## src/rtl/noc_pkg.sv

```systemverilog
// Shared router definitions: flit type codes, flit field positions,
// output-port indices and the input-controller state encoding.
package noc_pkg;

  // Flit type codes carried in the two MSBs of every flit
  localparam logic [1:0] FT_HT   = 2'b00;  // single-flit packet (head+tail)
  localparam logic [1:0] FT_HEAD = 2'b01;
  localparam logic [1:0] FT_BODY = 2'b10;
  localparam logic [1:0] FT_TAIL = 2'b11;

  // Field positions within a 12-bit flit
  localparam int TYPE_HI = 11;
  localparam int TYPE_LO = 10;
  localparam int DX_HI   = 5;
  localparam int DX_LO   = 3;
  localparam int DY_HI   = 2;
  localparam int DY_LO   = 0;

  // Output-port indices of the one-hot request vector
  localparam int NUM_PORTS = 5;
  localparam int P_L = 0;
  localparam int P_N = 1;
  localparam int P_E = 2;
  localparam int P_S = 3;
  localparam int P_W = 4;

  typedef enum logic [2:0] {
    IDLE,
    HEAD_WAIT,
    REQ,
    SEND,
    BODY_STALL,
    BODY_WAIT
  } state_t;

  // True for the two types that open a packet
  function automatic logic is_head(input logic [1:0] ftype);
    return (ftype == FT_HT) || (ftype == FT_HEAD);
  endfunction

endpackage

```

## src/rtl/xy_route_calc.sv

```systemverilog
// Dimension-ordered XY route decode: resolve X first, then Y, else local.
module xy_route_calc
  import noc_pkg::*;
#(
  parameter int COORD_W = 3
) (
  input  logic [COORD_W-1:0]   dest_x,
  input  logic [COORD_W-1:0]   dest_y,
  input  logic [COORD_W-1:0]   cur_x,
  input  logic [COORD_W-1:0]   cur_y,
  output logic [NUM_PORTS-1:0] port
);

  // One-hot port select from unsigned coordinate compares
  always_comb begin
    port = '0;
    if (dest_x > cur_x)      port[P_E] = 1'b1;
    else if (dest_x < cur_x) port[P_W] = 1'b1;
    else if (dest_y > cur_y) port[P_N] = 1'b1;
    else if (dest_y < cur_y) port[P_S] = 1'b1;
    else                     port[P_L] = 1'b1;
  end

endmodule

```

## src/rtl/input_route_ctrl.sv

```systemverilog
// Input-port controller: pops flits from the input FIFO, routes the head
// flit XY-style, requests the output port and streams the packet to the
// crossbar, holding the request until the last flit is accepted.
module input_route_ctrl
  import noc_pkg::*;
#(
  parameter int DATA_WIDTH = 12,
  parameter int COORD_W    = 3,
  parameter int CUR_X      = 0,
  parameter int CUR_Y      = 0
) (
  input  logic                  clk,
  input  logic                  rst,
  input  logic                  fifo_empty,
  output logic                  fifo_rd_en,
  input  logic [DATA_WIDTH-1:0] fifo_data,
  output logic [NUM_PORTS-1:0]  req,
  input  logic [NUM_PORTS-1:0]  grant,
  output logic [DATA_WIDTH-1:0] out_flit,
  output logic                  out_valid,
  input  logic                  out_ready,
  output logic                  err
);

  localparam logic [COORD_W-1:0] CX = COORD_W'(CUR_X);
  localparam logic [COORD_W-1:0] CY = COORD_W'(CUR_Y);

  state_t                  state_q;
  logic [DATA_WIDTH-1:0]   flit_q;
  logic [NUM_PORTS-1:0]    route_q;
  logic                    out_valid_q;
  logic                    err_q;
  logic                    last_q;     // flit in flit_q closes the packet

  logic [1:0]              in_type;
  logic [NUM_PORTS-1:0]    route_d;

  assign in_type = fifo_data[TYPE_HI:TYPE_LO];

  xy_route_calc #(
    .COORD_W (COORD_W)
  ) u_xy_route_calc (
    .dest_x (COORD_W'(fifo_data[DX_HI:DX_LO])),
    .dest_y (COORD_W'(fifo_data[DY_HI:DY_LO])),
    .cur_x  (CX),
    .cur_y  (CY),
    .port   (route_d)
  );

  // Pop strobe is decoded from the current state so a pop lands in the same
  // cycle the FIFO is seen non-empty; gating on rst keeps it low in reset.
  always_comb begin
    fifo_rd_en = 1'b0;
    if (rst && !fifo_empty) begin
      case (state_q)
        IDLE:       fifo_rd_en = 1'b1;
        SEND:       fifo_rd_en = out_ready && !last_q;
        BODY_STALL: fifo_rd_en = 1'b1;
        default:    fifo_rd_en = 1'b0;
      endcase
    end
  end

  // Packet FSM with registered request, valid, data and error outputs
  always_ff @(posedge clk or negedge rst) begin
    if (!rst) begin
      state_q     <= IDLE;
      flit_q      <= '0;
      route_q     <= '0;
      out_valid_q <= 1'b0;
      err_q       <= 1'b0;
      last_q      <= 1'b0;
    end else begin
      err_q <= 1'b0;
      case (state_q)
        IDLE: begin
          if (!fifo_empty) state_q <= HEAD_WAIT;
        end
        HEAD_WAIT: begin
          flit_q <= fifo_data;
          if (is_head(in_type)) begin
            route_q <= route_d;
            last_q  <= (in_type == FT_HT);
            state_q <= REQ;
          end else begin
            err_q   <= 1'b1;   // stray body/tail: drop it
            state_q <= IDLE;
          end
        end
        REQ: begin
          if (|(grant & route_q)) begin
            out_valid_q <= 1'b1;
            state_q     <= SEND;
          end
        end
        SEND: begin
          if (out_ready) begin
            out_valid_q <= 1'b0;
            if (last_q) begin
              route_q <= '0;
              state_q <= IDLE;
            end else if (!fifo_empty) begin
              state_q <= BODY_WAIT;
            end else begin
              state_q <= BODY_STALL;
            end
          end
        end
        BODY_STALL: begin
          if (!fifo_empty) state_q <= BODY_WAIT;
        end
        BODY_WAIT: begin
          // A head arriving mid-packet is flagged, forwarded and ends the packet
          flit_q      <= fifo_data;
          last_q      <= (in_type != FT_BODY);
          err_q       <= is_head(in_type);
          out_valid_q <= 1'b1;
          state_q     <= SEND;
        end
        default: state_q <= IDLE;
      endcase
    end
  end

  assign req       = route_q;
  assign out_flit  = flit_q;
  assign out_valid = out_valid_q;
  assign err       = err_q;

endmodule

```

## config.mk

```make
export PLATFORM = sky130hd
export DESIGN_NAME = input_route_ctrl
export DESIGN_NICKNAME = d
export VERILOG_FILES = /design/src/rtl/noc_pkg.sv /design/src/rtl/xy_route_calc.sv /design/src/rtl/input_route_ctrl.sv
export SDC_FILE = /design/constraint.sdc
export NUM_CORES = 1
export LEC_CHECK = 0
export ABC_AREA = 1
export CAP_MARGIN = 20
export CORE_ASPECT_RATIO = 0.75
export CORE_MARGIN = 3
export CORE_UTILIZATION = 30
export DETAILED_ROUTE_END_ITERATION = 12
export HOLD_SLACK_MARGIN = 0.06
export SLEW_MARGIN = 0
export SYNTH_ARGS = -nofsm -noshare
export SYNTH_HDL_FRONTEND = slang
export SYNTH_HIERARCHICAL = 1
export SYNTH_SLANG_ARGS = --single-unit
```

## constraint.sdc

```tcl
create_clock -name clk -period 1.6 [get_ports clk]
set_clock_uncertainty 0.1 [all_clocks]
set_input_delay 0.16 -clock clk [delete_from_list [all_inputs] [get_ports clk]]
set_output_delay 0.16 -clock clk [all_outputs]
set_load 0.02 [all_outputs]
```

==> flow_metrics.tcl <==
set metrics [dict create \
    outcome "finished, violations left" \
    failing_checks "setup timing" \
    cts_num_sinks 23 \
    worst_ir_drop_on_vdd_v 0.000666 \
    critPathMaxFanout 3 \
    grt_setup_unrepaired "true" \
    postRouteAntennaNets 0 \
    numPlacedInstances 276 \
    p_leak_nw 0.963 \
    postSynthRegisterBits 23 \
    detail_route.wl_per_cell_um 10.0 \
    final_report_hold_violation_count 0 \
    synth-seq-area-share 0.459 \
    global_route.usage.total 0.133 \
    num_rows 19 \
    setup.worst_path.end_class "primary output" \
    synth.avg_cell_area_um2 7.38 \
    area_growth_syn_to_layout_pct 49.6 \
    vias_per_cell 4.16 \
    critical_path.startpoint_type "flop" \
    switching_share 0.410 \
    post-synth-top-area-cell "sky130_fd_sc_hd__dfrtp_1" \
    top_level_ports 41 \
    most_numerous_cell_on_the_critical_path "sky130_fd_sc_hd__nor2_1" \
    h-tree-depth 1 \
    clock_power_share 0.117 \
    worstHoldPathType "input pin to asynchronous set/reset pin" \
    hold_ws_ns 0.226 \
    tritoncts "built" \
    antenna_found_initial 0 \
    power.internal_mw 1.83 \
    synth_largest_type_area_fraction 0.459 \
    critical_path_arrival_ns 1.34 \
    post-synth-top-count-cell "sky130_fd_sc_hd__nand2_1" \
    cts_made_buffers 3 \
    crit_required_ns 1.34 \
    fin_crit_ns 1.60 \
    seqPwrFrac 0.313 \
    synth_area_mm2 0.00125 \
    crit_path_cell_trace "nand2_2, nor2_2, nand2_1, nor2_1, o21ai_1, nor2_1, buf_4" \
    drtIter0Drc 94 \
    initial_core_utilization 0.328 \
    fin_nets 259 \
    worst_path_max_delay_cell "sky130_fd_sc_hd__dfrtp_1" \
    synthesis.instances 170 \
    critPathTopFamily "simple AND/OR/NAND/NOR gates" \
    power.combinational.fraction 0.570 \
    timing_worst_setup_path_type "flop to primary output" \
    total_power_mw 3.10 \
    totalWireLength_um 2840 \
    grt_pass1_wl_um 5130 \
    clk_latency_ns 0.26 \
    root_driver "sky130_fd_sc_hd__clkbuf_8" \
    maxCapViolations 0 \
    final_antenna_diode_count 0 \
    first_global_vias 1131 \
    fp.dieH_um 62.0 \
    pwr_density_cell_mw_per_mm2 1650 \
    design.die.area_mm2 0.00500 \
    ys_top_cells_by_count "sky130_fd_sc_hd__nand2_1, sky130_fd_sc_hd__dfrtp_1, sky130_fd_sc_hd__inv_1" \
    post_synth_main_area_contributors "sky130_fd_sc_hd__dfrtp_1, sky130_fd_sc_hd__nand2_1, sky130_fd_sc_hd__ha_1, sky130_fd_sc_hd__inv_1, sky130_fd_sc_hd__nor2_1" \
    grt_max_degree 24 \
    die_w_um 80.7 \
    yosysWarnings 6 \
    drt_pass1_iterations 4 \
    synth_cell_types 22 \
    finalWeightedCongestion 0.804 \
    setup_violations 1 \
    fmax_mhz 624 \
    count_of_pins_over_their_slew_limit 0 \
    synthFlopType "sky130_fd_sc_hd__dfrtp_1" \
    cts_buffer_depth 2 \
    coreArea_mm2 0.00383 \
    critPathBufInv 1 \
    finalCritPeriodShare 1.00 \
    nFillCells 400 \
    synth_enable_flop_cells 0 \
    path_clk_slew_ns 0.08 \
    port_buffers 40 \
    critical-path-max-stage-delay_ns 0.39 \
    drc 0 \
    share_of_final_layout_standard_cells_stronger_than_drive_strength_1 0.130 \
    fin_cells 283 \
    gr-total-overflow 0 \
    route.vias.total 1178 \
    dp_worst_setup_slack_ns -0.172 \
    postLayoutSetupSlackWorst_ns -0.00306 \
    power_switching_mw 1.27 \
    async_flop_share 1.00 \
    dp.final_hpwl_um 2210 \
]
==> worst register-to-register path, stage by stage, from the launching register on <==
cell,delay [ns]
sky130_fd_sc_hd__dfrtp_1,0.41
sky130_fd_sc_hd__nand2_2,0.10
sky130_fd_sc_hd__nor2_2,0.05
sky130_fd_sc_hd__buf_4,0.12
sky130_fd_sc_hd__buf_4,0.12
sky130_fd_sc_hd__nand2_1,0.15
sky130_fd_sc_hd__a21boi_1,0.22
sky130_fd_sc_hd__nand2_1,0.07
sky130_fd_sc_hd__nand2_1,0.07
==> sequential cells by signal, summed over array words and instances, names as in the netlist <==
signal,cells
out_flit,12
req,5
state_q,3
err,1
last_q,1
out_valid,1
==> power by group through the flow <==
stage / clock network, mW / logic [mW] / registers, mW
3_3_place_gp: 0 / 1.73 / 0.974
4_1_cts: 0.384 / 1.74 / 0.969
3_5_place_dp: 0 / 1.74 / 0.979
6_report: 0.362 / 1.77 / 0.970
2_1_floorplan: 0 / 0.735 / 1.21
5_1_grt: 0.404 / 1.98 / 1.01
==> repair_timing <==
| action | 4_1_cts | 5_1_grt |
|---|---|---|
| gates resized for setup | 5 | 2 |
| pin swaps | 0 | 5 |
| endpoints found under the setup margin | 1 | 1 |
| buffers inserted | 0 | 3 |
| hold buffers | 0 | 0 |
==> logic make-up after synthesis <==
group	after synthesis	share of synthesized area
compound gates	10	0.0449
fa+ha+maj	6	0.0598
buf+inv	21	0.0698
flops	23	0.459
other cells	1	0.00299
simple gates	109	0.364
==> per-stage QoR <==
step / TNS [ns] / utilization / instance area (µm²)
global route: -0.134 / 0.490 / 1880
floorplan: 0 / - / 1270
finish: -0.00306 / 0.490 / 1880
global placement: -0.341 / 0.473 / 1810
CTS: 0 / 0.484 / 1850
detailed placement: -0.259 / 0.473 / 1810
==> worst paths after layout <==
check | startpoint | to | slack [ns] | depth (start not counted)
max in group asynchronous | rst | req[0]$_DFFE_PN0P_ | 0.94 | 2
hold reg to reg | out_flit[2]$_DFFE_PN0P_ | out_flit[2]$_DFFE_PN0P_ | 0.38 | 2
hold / removal | rst | out_flit[10]$_DFFE_PN0P_ | 0.23 | 2
min in group clk | fifo_data[7] | out_flit[7]$_DFFE_PN0P_ | 0.33 | 3
setup / recovery | state_q[1]$_DFFE_PN0P_ | fifo_rd_en | -0.003 | 7
setup reg to reg | state_q[1]$_DFFE_PN0P_ | out_valid$_DFFE_PN0P_ | 0.13 | 8
==> per-layer routing <==
metal / global-route usage / vias up / share of wire
met5: 0 / - / 0
met1: 0.184 / 511 / 0.52
met2: 0.210 / 23 / 0.43
li1: - / 640 / -
met4: 0.0289 / 0 / 0.0085
met3: 0.0389 / 4 / 0.047
==> cell type report <==
class | instances | area, µm² | area share
Multi-Input combinational cell | 131 | 613 | 0.327
Inverter | 18 | 67.6 | 0.0360
Clock buffer | 4 | 45.0 | 0.0240
Timing Repair Buffer | 55 | 510 | 0.272
Tap cell | 52 | 65.1 | 0.0347
Sequential cell | 23 | 576 | 0.307
==> cell usage in the layout (no fill, tap or decap) <==
master,netlist,routed
sky130_fd_sc_hd__nand2_1,80,79
sky130_fd_sc_hd__clkdlybuf4s50_1,0,39
sky130_fd_sc_hd__dfrtp_1,23,23
sky130_fd_sc_hd__inv_1,16,16
sky130_fd_sc_hd__buf_4,2,16
sky130_fd_sc_hd__nor2_1,13,13
sky130_fd_sc_hd__nand3_1,6,6
sky130_fd_sc_hd__conb_1,1,6
sky130_fd_sc_hd__ha_1,6,6
sky130_fd_sc_hd__nor2_2,4,4
sky130_fd_sc_hd__nand2_2,2,3
sky130_fd_sc_hd__a21oi_1,3,3
sky130_fd_sc_hd__clkbuf_8,0,3
sky130_fd_sc_hd__o21ai_1,1,2
sky130_fd_sc_hd__inv_2,2,2
sky130_fd_sc_hd__o21ai_0,3,2
sky130_fd_sc_hd__o22ai_1,1,1
sky130_fd_sc_hd__nand3_2,1,1
sky130_fd_sc_hd__nor3_4,1,1
sky130_fd_sc_hd__a21boi_1,1,1
sky130_fd_sc_hd__o211ai_1,1,1
sky130_fd_sc_hd__nand4_1,1,1
sky130_fd_sc_hd__clkbuf_1,0,1
sky130_fd_sc_hd__nand3b_1,1,1
Power figures use the tool's default switching activity.
